### src/rtl/multi_channel_clock_divider.sv
// CHANNELS independent clock dividers with programmable period and high time.
// Settings are double-buffered and applied only at period boundaries; a shared sync restarts all channels.
module multi_channel_clock_divider #(
   parameter int unsigned CHANNELS = 4,
   parameter int unsigned WIDTH    = 8
) (
   input  logic                      i_clk_input,
   input  logic                      i_reset,
   input  logic [CHANNELS-1:0]       i_enable,
   input  logic                      i_sync,
   input  logic [CHANNELS-1:0]       i_load,
   input  logic [CHANNELS*WIDTH-1:0] i_divider_factor,
   input  logic [CHANNELS*WIDTH-1:0] i_high_count,
   output logic [CHANNELS-1:0]       o_clk_output,
   output logic [CHANNELS-1:0]       o_tick,
   output logic [CHANNELS-1:0]       o_pending
);

   logic [WIDTH-1:0]    r_cnt   [CHANNELS];
   logic [WIDTH-1:0]    r_act_n [CHANNELS];
   logic [WIDTH-1:0]    r_act_h [CHANNELS];
   logic [WIDTH-1:0]    r_sh_n  [CHANNELS];
   logic [WIDTH-1:0]    r_sh_h  [CHANNELS];
   logic [CHANNELS-1:0] r_pend;
   logic [CHANNELS-1:0] r_clk_out;
   logic [CHANNELS-1:0] r_tick;

   logic [WIDTH-1:0]    w_new_n     [CHANNELS];
   logic [WIDTH-1:0]    w_new_h     [CHANNELS];
   logic [WIDTH-1:0]    w_cnt_nxt   [CHANNELS];
   logic [WIDTH-1:0]    w_act_n_nxt [CHANNELS];
   logic [WIDTH-1:0]    w_act_h_nxt [CHANNELS];
   logic [WIDTH-1:0]    w_sh_n_nxt  [CHANNELS];
   logic [WIDTH-1:0]    w_sh_h_nxt  [CHANNELS];
   logic [CHANNELS-1:0] w_bnd;
   logic [CHANNELS-1:0] w_pend_nxt;
   logic [CHANNELS-1:0] w_clk_nxt;
   logic [CHANNELS-1:0] w_tick_nxt;

   // Per-channel next state; a load on a boundary edge bypasses the shadow straight into the active pair.
   always_comb begin
      w_bnd      = '0;
      w_pend_nxt = r_pend;
      w_clk_nxt  = r_clk_out;
      w_tick_nxt = '0;
      for (int c = 0; c < int'(CHANNELS); c++) begin
         w_new_n[c]     = i_divider_factor[c*WIDTH +: WIDTH];
         w_new_h[c]     = i_high_count[c*WIDTH +: WIDTH];
         w_cnt_nxt[c]   = r_cnt[c];
         w_act_n_nxt[c] = r_act_n[c];
         w_act_h_nxt[c] = r_act_h[c];
         w_sh_n_nxt[c]  = i_load[c] ? w_new_n[c] : r_sh_n[c];
         w_sh_h_nxt[c]  = i_load[c] ? w_new_h[c] : r_sh_h[c];
         w_pend_nxt[c]  = r_pend[c] | i_load[c];
         w_bnd[c]       = i_enable[c] & (i_sync | (r_cnt[c] == r_act_n[c]));

         if (i_enable[c]) begin
            if (w_bnd[c]) begin
               w_cnt_nxt[c] = '0;
               if (r_pend[c] | i_load[c]) begin
                  w_act_n_nxt[c] = i_load[c] ? w_new_n[c] : r_sh_n[c];
                  w_act_h_nxt[c] = i_load[c] ? w_new_h[c] : r_sh_h[c];
               end
               w_pend_nxt[c] = 1'b0;
            end else begin
               w_cnt_nxt[c] = r_cnt[c] + WIDTH'(1);
            end
            w_clk_nxt[c]  = (w_cnt_nxt[c] < w_act_h_nxt[c]);
            w_tick_nxt[c] = (w_cnt_nxt[c] == '0);
         end
      end
   end

   always_ff @(posedge i_clk_input or posedge i_reset) begin
      if (i_reset) begin
         for (int c = 0; c < int'(CHANNELS); c++) begin
            r_cnt[c]   <= '0;
            r_act_n[c] <= '0;
            r_act_h[c] <= '0;
            r_sh_n[c]  <= '0;
            r_sh_h[c]  <= '0;
         end
         r_pend    <= '0;
         r_clk_out <= '0;
         r_tick    <= '0;
      end else begin
         for (int c = 0; c < int'(CHANNELS); c++) begin
            r_cnt[c]   <= w_cnt_nxt[c];
            r_act_n[c] <= w_act_n_nxt[c];
            r_act_h[c] <= w_act_h_nxt[c];
            r_sh_n[c]  <= w_sh_n_nxt[c];
            r_sh_h[c]  <= w_sh_h_nxt[c];
         end
         r_pend    <= w_pend_nxt;
         r_clk_out <= w_clk_nxt;
         r_tick    <= w_tick_nxt;
      end
   end

   assign o_clk_output = r_clk_out;
   assign o_tick       = r_tick;
   assign o_pending    = r_pend;

endmodule
### config.mk
export PLATFORM = sky130hd
export DESIGN_NAME = multi_channel_clock_divider
export DESIGN_NICKNAME = d
export VERILOG_FILES = /design/src/rtl/multi_channel_clock_divider.sv
export SDC_FILE = /design/constraint.sdc
export NUM_CORES = 1
export LEC_CHECK = 0
export ABC_AREA = 1
export CORE_UTILIZATION = 52
export CTS_CLUSTER_DIAMETER = 100
export DETAILED_ROUTE_END_ITERATION = 16
export GPL_ROUTABILITY_DRIVEN = 0
export PLACE_DENSITY = 0.77
export SETUP_SLACK_MARGIN = 0.15
export SYNTH_ARGS = -nofsm -noshare
export SYNTH_HDL_FRONTEND = slang
export SYNTH_SLANG_ARGS = --single-unit
### constraint.sdc
create_clock -name i_clk_input -period 6.1 [get_ports i_clk_input]
set_clock_uncertainty 0.15 [all_clocks]
set_input_delay 1.22 -clock i_clk_input [delete_from_list [all_inputs] [get_ports i_clk_input]]
set_output_delay 1.22 -clock i_clk_input [all_outputs]
set_load 0.01 [all_outputs]
# --- Yosys cells after proc, flatten, opt, wreduce, memory -nomap -nowiden ---
# Index checks and enable logic that the tools add are counted.
totals:
  register_bits: 172
classes:
  addsub: 4
  order_cmp: 4
  n_eq_ne: 4
  mux: 40
  bitwise_logic: 12
  reduce_logical: 8
ops:
  columns: ["cell", "count"]
  rows:
  - ["$mux W8", 28]
  - ["$add A8 B1 Y8 const B", 4]
  - ["$eq A8 B8 Y1", 4]
  - ["$logic_not A8 Y1", 4]
  - ["$lt A8 B8 Y1", 4]
  - ["$mux W1", 12]
  - ["$reduce_and A3 Y1", 4]
  - ["$or A1 B1 Y1", 8]
  - ["$and A1 B1 Y1", 4]

# --- Longest topological paths before layout ---
# Gate-level depths: netlist of the first run.
logic_depth:
  ltp_word: 7
  mapped_depth: 21

# --- Worst setup path after synthesis of the first run ---
# No wires, ideal clock.
synth_timing:
  kind: "input to register"
  from: "input i_load[2]"
  to: "register r_clk_out[2] (netlist: o_clk_output[2])"
  setup_ns: 0.065
  t_arrival_ns: 2.907
  required_ns: 5.885
  path_slack_ns: 2.978
  stages: 13
  cell_sequence: "buf_2 or2_1 inv_2 nor2_8 buf_6 o21ai_2 inv_2 ha_1 a21oi_1 nor2_1 a2111oi_0 nand2_1 nand2_1"
synth_between:
  elab_chain_cells: 5
  word_cells_on_any_way: 6
  classes_between: "order compare: 1; mux: 4; bitwise: 1"
synth_lines:
  columns: ["item", "line_no", "rtl"]
  rows:
  - ["start, declared", "11", "input logic [CHANNELS-1:0] i_load,"]
  - ["$mux W8 or $or A1 B1 Y1 (tied branches)", "62, 60", null]
  - ["$mux W8 (*)", "60", "if (r_pend[c] | i_load[c]) begin"]
  - ["$mux W8 (*)", "58", "if (w_bnd[c]) begin"]
  - ["$mux W8 (*)", "57", "if (i_enable[c]) begin"]
  - ["$lt A8 B8 Y1 (*)", "68", "w_clk_nxt[c] = (w_cnt_nxt[c] < w_act_h_nxt[c]);"]
  - ["end signal, assigned", "95", "r_clk_out <= w_clk_nxt;"]
  - ["end, declared", "25", "logic [CHANNELS-1:0] r_clk_out;"]
# Every way passes the cells marked *; elsewhere a longest branch is shown, timed or not. The select of a mux whose other input is x is not followed.
# A chain may end at the register's enable or synchronous reset.

# --- Final worst setup path of the first run ---
layout_timing:
  from: "input i_load[1]"
  to: "register r_clk_out[1] (netlist: o_clk_output[1])"
# Same word-level chain as after synthesis.

==> impl_metrics.tcl, run 1 <==
set metrics [dict create \
    setup_viol 0 \
    ctsResizeCount 0 \
    leakagePower_uw 0.00524 \
    drtAntennaViolNets 0 \
    syn_inst 1039 \
    postCtsSetupRepairBufs 0 \
    slew_viol_final 0 \
    grt_first_pass_wirelength_um 30300 \
    p_seq_share_pct 43.8 \
    nets 1227 \
    firstDrtPassIters 5 \
    slowest_delay_ns 0.89 \
    rsz0062_at_grt "false" \
    stdcell_area_mm2 0.0103 \
    rows 46 \
    dr_wl_met3_um 520 \
    fin_crit_sh_pct 62.9 \
    critPathLaunchType "input port" \
    coreArea_mm2 0.0161 \
    wirelength_met1_um 8160 \
    die-height_um 131 \
    cts_buffer_depth 2 \
    tritoncts "done" \
    routed-wl-met2_um 8080 \
    vias 6522 \
    endpoint_kind "register" \
    ir_drop_mv 0.203 \
    route.detailed.vias_per_inst 4.83 \
    n_antenna_cell 0 \
    cp_slowest_cell "clkdlybuf4s50_1" \
    synthToLayoutAreaGrowth_pct 18.2 \
    path_class "in2reg" \
    hold_violations 0 \
    grt_use_total_pct 21.7 \
    cts.clk_slew.worst_paths_ns 0.06 \
    wl_per_cell_um 12.6 \
    wl_um 17000 \
    route.detailed.drc 0 \
    synth-seq-cells 172 \
    p_clk_share_pct 33.2 \
    fillerInstances 1338 \
    antenna_found_initial 0 \
    drv_cap 0 \
    power.internal_uw 2250 \
    die_w_um 131 \
    netlist_area_mm2 0.00870 \
    highest_layer "met4" \
    hp-class "reg2reg" \
    cpMostUsedCell "nand2_1" \
    cts.sinks 172 \
    crit_chain "clkdlybuf4s50_1, or2_1, inv_2, nor2_4, nand2_1, o21ai_2, inv_2, ha_1, a21oi_1, nor2_1, a2111oi_0, nand2_1, nand2_1" \
    seq_area_mm2 0.00430 \
    final.setup.tns_ns 0 \
    seq_area_frac_synth_pct 49.5 \
    fmax_mhz 261 \
    required_ns 6.32 \
    root_buffer "clkbuf_16" \
    layout-drive-gt1-share_pct 14.0 \
    crit_fanout 25 \
    slew_headroom_pct 46.9 \
    powerDensity_mw_per_mm2 314 \
    hpwlAfterDp_um 11900 \
    numCtsBuffers 17 \
    swShare_pct 30.3 \
    tightest_slew_ns 0.796 \
    port_buffers 86 \
    grt_start_max_net_pins 87 \
    htree_levels 4 \
    ios 87 \
    clock_latency_ns 0.43 \
    postCtsHoldBufs 0 \
    synthDistinctLibCells 36 \
    multi_input_area_mm2 0.00367 \
    period_minus_slack_ns 3.84 \
    p_sw_uw 976 \
    grt.overflow.total 0 \
    grt_pass1_vias 6506 \
    outcome "completed" \
    syn_avg_cell_area_um2 8.38 \
    synth_warnings 0 \
    arrival_ns 4.06 \
    initial_core_util_pct 54.0 \
    dieArea_mm2 0.0173 \
    drtIter0Drc 368 \
    place_area_mm2 0.00970 \
    comb_power_share_pct 23.0 \
    syn-num-nets 1146 \
]
-- path summary, 6_finish.rpt --
check / startpoint / endpoint / slack (ns) / cells past startpoint
min in group asynchronous: i_reset / r_sh_h[2] / 1.05 / 2
min: r_sh_n[27] / r_sh_n[27] / 0.32 / 2
max reg2reg: r_cnt[21] / o_clk_output[1] / 3.13 / 18
max: i_load[1] / o_clk_output[1] / 2.26 / 13
max in group asynchronous: i_reset / r_cnt[18] / 3.57 / 3
min reg2reg: r_sh_n[27] / r_sh_n[27] / 0.32 / 2
-- through the flow --
stage	setup slack, ns	total power [uW]	std cells	utilization, %	hold WS (ns)
4_1_cts	2.22	3260	1349	63.8	0.317
3_3_place_gp	1.81	2140	1317	60.2	0.297
2_1_floorplan	2.53	1970	1039	-	0.283
5_1_grt	1.99	3430	1349	63.8	0.333
6_report	2.26	3230	1349	63.8	0.316
3_5_place_dp	1.79	2170	1317	60.2	0.304
-- Yosys cell counts --
cell / count / share of area [%]
buf_2: 5 / 0.29
o21ai_2: 28 / 2.8
dfrtp_1: 172 / 49
xnor2_1: 20 / 2.0
buf_4: 4 / 0.35
o21ai_0: 46 / 2.6
clkinv_2: 1 / 0.057
nand2_4: 4 / 0.52
nor2_4: 1 / 0.13
or2_1: 5 / 0.36
o21a_1: 1 / 0.086
buf_6: 6 / 0.78
a21oi_1: 12 / 0.69
nand2_1: 400 / 17
nand2_8: 1 / 0.23
ha_1: 32 / 4.6
nor3_1: 2 / 0.12
a31oi_1: 1 / 0.072
nor2_2: 4 / 0.29
xor2_1: 4 / 0.40
mux2_2: 20 / 2.6
and2_1: 4 / 0.29
inv_1: 111 / 4.8
nand4_1: 5 / 0.36
inv_2: 38 / 1.6
a2111oi_0: 4 / 0.40
nor3_2: 5 / 0.58
nor4_2: 3 / 0.43
clkbuf_1: 11 / 0.47
nand2_2: 10 / 0.72
nand3_1: 26 / 1.5
nor2_1: 43 / 1.9
or2_2: 5 / 0.36
a21oi_2: 1 / 0.10
o21bai_1: 1 / 0.086
nor2_8: 3 / 0.69
-- per-layer routing --
layer	vias to the layer above	global-route usage (%)
met4	0	7.17
met3	19	3.82
li1	3363	-
met5	-	0
met1	3027	29.2
met2	113	35.5
-- sequential cells by signal, summed over array words and instances, names as in the netlist --
name and flops:
o_pending 4, o_tick 4, r_sh_h 32, r_act_h 32
r_act_n 32, r_cnt 32, o_clk_output 4, r_sh_n 32
-- logic make-up (layout without fill, tap and decap cells) --
group                    after synthesis  count (layout)  synth area share, %
AO/OA/AOI/OAI                         94              94                 6.90
XOR/XNOR                              24              24                 2.42
adder cells (fa/ha/maj)               32              32                 4.60
buffers and inverters                176             270                 8.37
flip-flops                           172             172                 49.5
multiplexers                          20              20                 2.59
AND/OR/NAND/NOR                      521             521                 25.7
-- final cells by class --
class	instances	area share [%]
flip-flops and latches	172	41.9
multi-input cells	691	35.7
repair buffers	88	8.64
inverters	150	5.52
clock buffers	18	4.27
well taps	216	2.63
clock inverters	14	1.40
-- cell usage in the layout (no fill, tap or decap), types with 2 or more instances in the layout --
cell type and n:
or2_1 5, inv_1 110, bufinv_16 2, nand3_1 26, nor3_1 2, nor2_8 3
xor2_1 4, a21oi_1 12, inv_2 38, clkdlybuf4s50_1 86, nand2_2 10, a2111oi_0 4
inv_6 2, nor2_2 4, clkinv_4 3, clkinvlp_4 3, dfrtp_1 172, nor4_2 3
or2_2 5, clkinv_2 6, clkbuf_16 17, nor2_1 43, nand2_1 400, o21ai_2 28
mux2_2 20, nand2_4 4, and2_1 4, ha_1 32, nand4_1 5, nor3_2 5
o21ai_0 46, xnor2_1 20
-- worst max-delay path, delay by kind of cell --
| kind | cells | cell delay [ns] |
|---|---|---|
| buffers and inverters | 3 | 0.99 |
| adder cells (fa/ha/maj) | 1 | 0.29 |
| AND/OR/NAND/NOR | 6 | 1.03 |
| AO/OA/AOI/OAI | 3 | 0.52 |
-- power by group through the flow --
stage	clock network [uW]	registers, uW	logic, uW
floorplan	0	1410	557
global placement	0	1430	719
detailed placement	0	1430	744
CTS	1090	1410	753
global route	1140	1430	863
finish	1070	1410	742
No activity file was read; power rests on OpenSTA's default activity.
==> run 2, diff against run 1 <==
clock period = 3.4 ns   (was 6.1 ns; I/O delays follow)
==> run 2 against run 1 <==
  * Highest routed layer is now met5
  * Count of clock-buffer cells in the layout grew 2
  * Clock power grew 99%
  * Die area is the same
  * Largest cell class unchanged
  * Largest power group unchanged
  * Routed wire length grew 2.7%
  * Register-to-register slack lost 2.6 ns
  * Cell count grew 1.3%
  * Utilization grew 1.3 points
  * Critical path depth grew 3
  * Sequential share of layout area shrank 0.85 points
  * Via count grew 1.7%
==> impl_metrics.tcl, run 2 (synthesis results as in run 1) <==
set metrics [dict create \
    outcome "completed" \
    wl_um 17500 \
    layout-drive-gt1-share_pct 15.2 \
    ios 87 \
    holdPathEnd "r_sh_n[27]" \
    final_cell_mix "400 x nand2_1, 172 x dfrtp_1, 110 x inv_1" \
    hpwlAfterDp_um 12500 \
    cp_slowest_cell "dfrtp_1" \
    rsz0062_at_grt "false" \
    firstDrtPassIters 4 \
    antenna_found_initial 1 \
    fmax_mhz 354 \
    arrival_ns 3.05 \
    htree_levels 4 \
    port_buffers 86 \
    grt-busiest-layer "met2" \
    endpoint_kind "register" \
    dieArea_mm2 0.0173 \
    p_clk_share_pct 35.3 \
    slew_viol_final 0 \
    nets 1245 \
    initial_core_util_pct 54.0 \
    die-height_um 131 \
    comb_power_share_pct 22.7 \
    tightest_slew_ns 0.664 \
    p_seq_share_pct 42.0 \
    tritoncts "done" \
    critPathLaunchType "register" \
    setup_viol 0 \
    swShare_pct 28.9 \
    route.detailed.drc 0 \
    min_delay_path_depth 2 \
    cpLargestDelayFamily "simple AND/OR/NAND/NOR gates" \
    die_w_um 131 \
    slew_headroom_pct 55.6 \
    r2r_cells 16 \
    cts.clk_slew.worst_paths_ns 0.06 \
    fillerInstances 1314 \
    drtAntennaViolNets 0 \
    drv_cap 0 \
    crit_fanout 12 \
    postCtsSetupRepairBufs 0 \
    crit_chain "xnor2_1, nand2_1, nor2_1, nand2_2, nand2_4, nand2_8, nor2_8, nand2_2, o21ai_2, inv_2, ha_1, a21oi_1, nor2_1, a2111oi_0, nand2_1, nand2_1" \
    synthToLayoutAreaGrowth_pct 20.6 \
    period_minus_slack_ns 2.83 \
    root_buffer "clkbuf_16" \
    wl_per_cell_um 12.8 \
    r2r_slack_ns 0.57 \
    fin_crit_sh_pct 83.2 \
    grt_util_met2_pct 36.6 \
    grt_first_pass_wirelength_um 30600 \
    powerDensity_mw_per_mm2 575 \
    vias 6633 \
    hold_violations 0 \
    layout_setup_ws_ns 0.572 \
    coreArea_mm2 0.0161 \
    cts_buffer_depth 2 \
    dp_worst_setup_slack_ns 0.147 \
    worst-path-buf-inv 1 \
    drtIter0Drc 415 \
    reg2reg_from "r_cnt[15]" \
    numCtsBuffers 17 \
    p_sw_uw 1740 \
    grt.overflow.total 0 \
    reg2reg_to "o_clk_output[2]" \
    whs_ns 0.318 \
    grt_start_max_net_pins 66 \
    cpMostUsedCell "nand2_1" \
    final.setup.tns_ns 0 \
    final_common_cell "nand2_1" \
    gr-usage-met3_pct 4.21 \
    route.detailed.vias_per_inst 4.86 \
    clock_latency_ns 0.44 \
    leakagePower_uw 0.00536 \
    hp-class "reg2reg" \
    postCtsHoldBufs 0 \
    n_antenna_cell 0 \
    final_util_pct 65.1 \
    use_met1_pct 28.7 \
    holdCritStartpoint "r_sh_n[27]" \
    cts.sinks 172 \
    grt_pass1_vias 6578 \
    grt_use_total_pct 21.9 \
    ir_drop_mv 0.392 \
    rows 46 \
    required_ns 3.62 \
    slowest_delay_ns 0.42 \
    power.internal_uw 4290 \
    path_class "reg2reg" \
    ctsResizeCount 0 \
]
-- run 2: power groups by stage --
stage,sequential (uW),clock (uW),combinational (uW)
floorplan,2530,0,999
global placement,2560,0,1320
detailed placement,2570,0,1360
CTS,2530,2160,1390
global route,2570,2240,1570
finish,2530,2130,1370
-- run 2: worst min-delay path: stages (launching register included) --
cell and delay, ns:
dfrtp_1 0.32, nand2_1 0.05, nand2_1 0.07
-- run 2: worst max-delay path by stage --
stage / depth (start not counted) / slack (ns) / endpoint / startpoint
after floorplan: 1 / 0.37 / o_clk_output[0] / i_reset
after global placement: 14 / 0.24 / o_clk_output[1] / i_sync
after detailed placement: 14 / 0.15 / o_clk_output[1] / i_sync
after CTS: 16 / 0.54 / o_clk_output[2] / r_cnt[15]
after global routing: 14 / 0.29 / o_clk_output[1] / i_sync
final: 16 / 0.57 / o_clk_output[2] / r_cnt[15]
-- run 2: final cells by class --
class	instances	area, um^2	area share, %
Inverter	150	568	5.41
Timing Repair Buffer	106	1040	9.87
Multi-Input combinational cell	691	3670	35.0
Tap cell	216	270	2.57
Clock inverter	11	191	1.82
Clock buffer	20	457	4.35
Sequential cell	172	4300	41.0
-- run 2: through the flow --
stage               power [uW]  instances  area, um^2
global route              6380       1366       10500
floorplan                 3530       1039        8710
global placement          3870       1335        9850
CTS                       6080       1366       10500
finish                    6030       1366       10500
detailed placement        3930       1335        9850
-- run 2: metal layers --
layer / vias up / part of all wire (%)
met3: 24 / 3.6
li1: 3398 / -
met4: 2 / 1.4
met5: - / 0.097
met2: 116 / 48
met1: 3093 / 47
